[config.mk]
export PLATFORM = sky130hd
export DESIGN_NAME = display_scan_ctrl
export DESIGN_NICKNAME = d
export VERILOG_FILES = /design/src/rtl/display_pkg.sv /design/src/rtl/scan_phase_counter.sv /design/src/rtl/display_scan_ctrl.sv
export SDC_FILE = /design/constraint.sdc
export NUM_CORES = 1
export LEC_CHECK = 0
export ABC_CLOCK_PERIOD_IN_PS = 4059
export BUFFER_PORTS_ARGS = -buffer_cell sky130_fd_sc_hd__buf_2
export CAP_MARGIN = 20
export CORE_ASPECT_RATIO = 0.7
export CORE_MARGIN = 4
export CORE_UTILIZATION = 50
export CTS_CLUSTER_SIZE = 14
export DETAILED_ROUTE_END_ITERATION = 16
export HOLD_SLACK_MARGIN = 0.05
export PLACE_DENSITY = 0.72
export RECOVER_POWER = 25
export SETUP_SLACK_MARGIN = 0.5
export SKIP_LAST_GASP = 1
export SLEW_MARGIN = 25
export SYNTH_ARGS = -nofsm -noshare
export SYNTH_HDL_FRONTEND = slang
export SYNTH_HIERARCHICAL = 1
export SYNTH_SLANG_ARGS = --single-unit
[constraint.sdc]
create_clock -name clk -period 4.06 [get_ports clk]
set_input_delay 0.812 -clock clk [delete_from_list [all_inputs] [get_ports clk]]
set_output_delay 0.812 -clock clk [all_outputs]
set_load 0.05 [all_outputs]
[src/rtl/display_pkg.sv]
// Shared types and constants for the seven-segment scan path.
package display_pkg;

   localparam int NUM_DIGITS = 8;
   localparam int SEL_W      = 3;
   localparam logic [NUM_DIGITS-1:0] ANODES_OFF = 8'hFF;

   typedef enum logic [1:0] {
      IDLE,
      BLANK,
      ON
   } scan_state_t;

endpackage

[src/rtl/scan_phase_counter.sv]
// Loadable down-counter timing the BLANK and ON phases; o_tc flags the last cycle of a phase.
module scan_phase_counter
   import display_pkg::*;
#(
   parameter int CNT_W = 17
) (
   input  logic             clk,
   input  logic             reset,
   input  logic             i_load,
   input  logic [CNT_W-1:0] i_loadVal,
   output logic             o_tc
);

   logic [CNT_W-1:0] r_count;

   // A phase of N cycles is loaded as N-1, so terminal count lands on its final cycle.
   always_ff @(posedge clk or posedge reset) begin
      if (reset) begin
         r_count <= '0;
      end else if (i_load) begin
         r_count <= i_loadVal;
      end else if (r_count != '0) begin
         r_count <= r_count - 1'b1;
      end
   end

   assign o_tc = (r_count == '0);

endmodule

[src/rtl/display_scan_ctrl.sv]
// Eight-digit seven-segment scan controller: BLANK dead time then ON per digit slot.
// Optional per-digit PWM dimming is built when DISPLAY_SCAN_PWM_EN is defined.
module display_scan_ctrl
   import display_pkg::*;
#(
   parameter int REFRESH_DIV  = 100000,
   parameter int BLANK_CYCLES = 1000,
   parameter int CNT_W        = 17
) (
   input  logic                  clk,
   input  logic                  reset,
   input  logic                  en,
`ifdef DISPLAY_SCAN_PWM_EN
   input  logic [3:0]            brightness,
`endif
   input  logic [NUM_DIGITS-1:0] digit_en,
   output logic [SEL_W-1:0]      sel,
   output logic [NUM_DIGITS-1:0] an,
   output logic                  tick,
   output logic                  frame_done
);

   localparam logic [CNT_W-1:0] BLANK_LOAD = CNT_W'(BLANK_CYCLES - 1);
   localparam logic [CNT_W-1:0] ON_LOAD    = CNT_W'(REFRESH_DIV - BLANK_CYCLES - 1);

   scan_state_t           r_state;
   scan_state_t           w_nextState;
   logic [SEL_W-1:0]      r_sel;
   logic [SEL_W-1:0]      w_nextSel;
   logic [NUM_DIGITS-1:0] r_an;
   logic [NUM_DIGITS-1:0] w_an;
   logic                  r_tick;
   logic                  w_tick;
   logic                  r_frameDone;
   logic                  w_frameDone;
   logic                  w_load;
   logic [CNT_W-1:0]      w_loadVal;
   logic                  w_tc;
   logic                  w_lit;

   scan_phase_counter #(
      .CNT_W (CNT_W)
   ) u_phaseCounter (
      .clk       (clk),
      .reset     (reset),
      .i_load    (w_load),
      .i_loadVal (w_loadVal),
      .o_tc      (w_tc)
   );

   always_ff @(posedge clk or posedge reset) begin
      if (reset) begin
         r_state     <= IDLE;
         r_sel       <= '0;
         r_an        <= ANODES_OFF;
         r_tick      <= 1'b0;
         r_frameDone <= 1'b0;
      end else begin
         r_state     <= w_nextState;
         r_sel       <= w_nextSel;
         r_an        <= w_an;
         r_tick      <= w_tick;
         r_frameDone <= w_frameDone;
      end
   end

   // Dropping en beats a slot end, so sel only advances while scanning stays enabled.
   always_comb begin
      w_nextState = r_state;
      w_nextSel   = r_sel;
      w_tick      = 1'b0;
      w_frameDone = 1'b0;
      w_load      = 1'b0;
      w_loadVal   = '0;
      case (r_state)
         IDLE: begin
            w_load = 1'b1;
            if (en) begin
               w_nextState = BLANK;
               w_loadVal   = BLANK_LOAD;
            end
         end
         BLANK: begin
            if (!en) begin
               w_nextState = IDLE;
               w_load      = 1'b1;
            end else if (w_tc) begin
               w_nextState = ON;
               w_load      = 1'b1;
               w_loadVal   = ON_LOAD;
            end
         end
         ON: begin
            if (!en) begin
               w_nextState = IDLE;
               w_load      = 1'b1;
            end else if (w_tc) begin
               w_nextState = BLANK;
               w_load      = 1'b1;
               w_loadVal   = BLANK_LOAD;
               w_nextSel   = r_sel + 1'b1;
               w_tick      = 1'b1;
               w_frameDone = (r_sel == SEL_W'(NUM_DIGITS - 1));
            end
         end
         default: begin
            w_nextState = IDLE;
            w_load      = 1'b1;
         end
      endcase
   end

`ifdef DISPLAY_SCAN_PWM_EN
   logic [3:0] r_pwmCnt;
   logic [3:0] w_nextPwm;

   // Counter restarts on every ON entry so each digit's duty window begins lit.
   assign w_nextPwm = (r_state == ON) ? r_pwmCnt + 1'b1 : 4'd0;

   always_ff @(posedge clk or posedge reset) begin
      if (reset) begin
         r_pwmCnt <= 4'd0;
      end else begin
         r_pwmCnt <= w_nextPwm;
      end
   end

   assign w_lit = (w_nextState == ON) && digit_en[w_nextSel] && (w_nextPwm <= brightness);
`else
   assign w_lit = (w_nextState == ON) && digit_en[w_nextSel];
`endif

   // Anodes are decoded from the upcoming state and sel so they stay registered.
   assign w_an = w_lit ? ~(NUM_DIGITS'(1) << w_nextSel) : ANODES_OFF;

   assign sel        = r_sel;
   assign an         = r_an;
   assign tick       = r_tick;
   assign frame_done = r_frameDone;

endmodule
==> impl_metrics.tcl <==
set metrics [dict create \
    detail_route.wl_per_cell_um 14.9 \
    cts_inserted_buffers 5 \
    cts.hold.buffers_added 0 \
    postSynthCellCount 179 \
    grt_setup_unrepaired "false" \
    setup_viol 0 \
    port_buffers 23 \
    clkSlewWorstSetupHoldPaths_ns 0.07 \
    postCtsResizedCells 0 \
    total_number_of_nets_in_the_final_design 226 \
    max_clock_freq_mhz 331 \
    clkSinkCount 32 \
    grtUsageTotal_pct 17.9 \
    total_area_of_multi_input_combinational_cells_sq_um 970 \
    power_density_mw_per_mm2 551 \
    cts_root_buffer "clkbuf_8" \
    grt_start_max_net_pins 21 \
    num_vias 1436 \
    post_placement_cell_count 251 \
    place_hpwl_um 2960 \
    timing_max_transition_violations_final 0 \
    fin_cells 259 \
    stdcell_area_sq_mm 0.00212 \
    route.final.wire_length_um 3860 \
    crit_path_start_kind "flip-flop" \
    slowest_stage "nand3b_1" \
    mapped_area_sq_mm 0.00185 \
    detailroute.wirelength.met2_um 1740 \
    drive_gt1_share_pct 25.4 \
    drt.antenna.violating_nets 0 \
    timing.final.hold_violations 0 \
    cts_tree "built" \
    dominantRegCellSynth "dfrtp_1" \
    syn_area_per_cell_sq_um 10.3 \
    topRoutingLayerUsed "met4" \
    postLayoutCoreUtil_pct 60.0 \
    sequential_cell_area_fraction_in_the_yosys_report_pct 43.9 \
    floorplan.die_area_sq_mm 0.00474 \
    mostFrequentLayoutCell "dfrtp_1" \
    synthArstFlopShare_pct 100 \
    drt_first_pass_iters 4 \
    post-route-drc-count 0 \
    cts-root-to-sink-buffers 2 \
    ys.warnings.count 6 \
    status "complete, no violations" \
    worstMarginPinSlew_ns 0.701 \
    vdd_drop_max_uv 362 \
    fill_cells 297 \
    place_congestion 0.916 \
    detailroute.wirelength.met3_um 179 \
    rows 18 \
    initial_detailed_routing_violation_count 128 \
    series_of_cell_instances_along_the_critical_path "inv_1, ha_1, nor4b_2, nand4_1, clkinv_1, nand3b_1, buf_4, nand2_1, o31ai_1" \
    setup_tns_ns 0 \
    max-slew-margin-rel_pct 53.1 \
    yosys_register_bits 32 \
    power_mw 1.17 \
    number_of_antenna_violations_at_the_first_check_in_global_routing 0 \
    initial_core_util_pct 52.2 \
    fin_skew_ns 0.00766 \
    floorplan.die.height_um 58.8 \
    critical-path-max-stage-delay_ns 0.57 \
    grt.overflow.total 0 \
    mostFrequentLayoutCells "24 x dfrtp_1, 22 x buf_2, 15 x nand2_1" \
    area.growth.synth_to_final_pct 14.9 \
    ff_latch_area_sq_um 811 \
    period_minus_slack_ns 3.03 \
    cts.htree.levels 2 \
    number_of_global_route_vias_before_repair 1344 \
    postCtsSetupBuffers 0 \
    p_leak_nw 0.949 \
    wl_met1_um 1920 \
    critical_path.endpoint_type "flip-flop" \
    critical_path_required_ns 4.24 \
    design.core.area_sq_mm 0.00354 \
    grt_pass1_wl_um 6410 \
    dpl-instance-area_sq_mm 0.00201 \
    drv_cap 0 \
    floorplan.die.width_um 80.6 \
    worstHoldPathType "primary input to asynchronous set/reset pin" \
    post_synth_edffs 0 \
    viasPerCell 5.54 \
    netlist-cell-type-count 53 \
    criticalPathCategory "flip-flop to flip-flop" \
    min_period_over_period_pct 74.5 \
    worstSkewPairLatency_ns 0.28 \
    arrival_ns 3.20 \
    diodes 0 \
    timing.critical_path.fanout_max 20 \
    pin_count 24 \
]
[cells by family (layout without fill, tap and decap cells)]
group	Yosys count	after routing	share of synthesized area, %
AO/OA/AOI/OAI	35	35	14.6
XOR/XNOR	10	10	4.75
adder cells (fa/ha/maj)	7	7	4.75
buffers and inverters	19	44	4.54
flip-flops	32	32	43.9
multiplexers	5	5	2.78
other	1	6	0.203
AND/OR/NAND/NOR	70	70	24.4
[cell usage after synthesis (2+ instances only)]
cell	count	share of area [%]
o31ai_1	6	2.4
mux2i_1	4	2.2
and2_1	2	0.68
nand3b_1	3	1.2
nand3_1	4	1.1
a21boi_0	2	0.81
nand4_1	10	3.4
nand2_1	15	3.1
and2b_1	2	0.81
xor2_1	3	1.4
dfstp_2	8	11
clkbuf_1	4	0.81
nor4_1	2	0.68
a211oi_1	2	0.81
dfrtp_1	24	33
a21oi_1	3	0.81
inv_1	11	2.2
xnor2_1	7	3.3
nor4_2	3	2.0
or4_1	2	0.81
ha_1	7	4.7
a22o_1	4	1.9
nor3_1	5	1.4
nor2_1	8	1.6
nand2b_1	3	1.0
o21ai_0	8	2.2
[final timing paths]
kind / cells past startpoint / slack [ns] / end / from
worst min register to register: 2 / 0.60 / sel[2] / sel[2]
worst min-delay path: 2 / 0.58 / r_state[1] / reset
max in group asynchronous: 2 / 3.02 / u_phaseCounter/r_count[2] / reset
worst max register to register: 9 / 1.03 / u_phaseCounter/r_count[9] / u_phaseCounter/r_count[0]
worst max-delay path: 9 / 1.03 / u_phaseCounter/r_count[9] / u_phaseCounter/r_count[0]
min in group clk: 2 / 0.60 / sel[2] / sel[2]
[layout make-up]
type / count / area share, %
Tap cell: 50 / 2.95
Clock buffer: 5 / 3.24
Multi-Input combinational cell: 133 / 45.7
Sequential cell: 32 / 38.2
Timing Repair Buffer: 24 / 5.72
Inverter: 12 / 2.12
Clock inverter: 3 / 2.01
[flip-flops by register name, summed over array words and instances (netlist names)]
name and count:
sel 3, an 8, frame_done 1, r_state 2
u_phaseCounter/r_count 17, tick 1
[where the power goes]
part | total [mW] | switching, mW | internal [mW]
combinational | 0.395 | 0.219 | 0.175
sequential | 0.472 | 0.0909 | 0.381
clock | 0.301 | 0.119 | 0.181
[critical path: cells and delay by family (launching register included)]
kind | cells | cell delay, ns
AOI/OAI and AO/OA | 1 | 0.09
adders and majority gates | 1 | 0.23
buffers and inverters | 3 | 0.70
DFF | 1 | 0.39
and+or+nand+nor | 4 | 1.52
[metrics by stage]
stage	hold slack (ns)	worst slack (ns)
finish	0.576	1.03
global route	0.639	0.896
CTS	0.606	1.16
detailed placement	0.588	1.14
global placement	0.594	1.41
floorplan	0.607	1.64
[per-layer routing]
metal	GRT usage [%]	up-vias
li1	-	704
met1	26.5	702
met2	26.5	28
met3	4.59	2
met4	3.86	0
met5	0	-
Note: power is estimated with default switching activity, not from simulation.
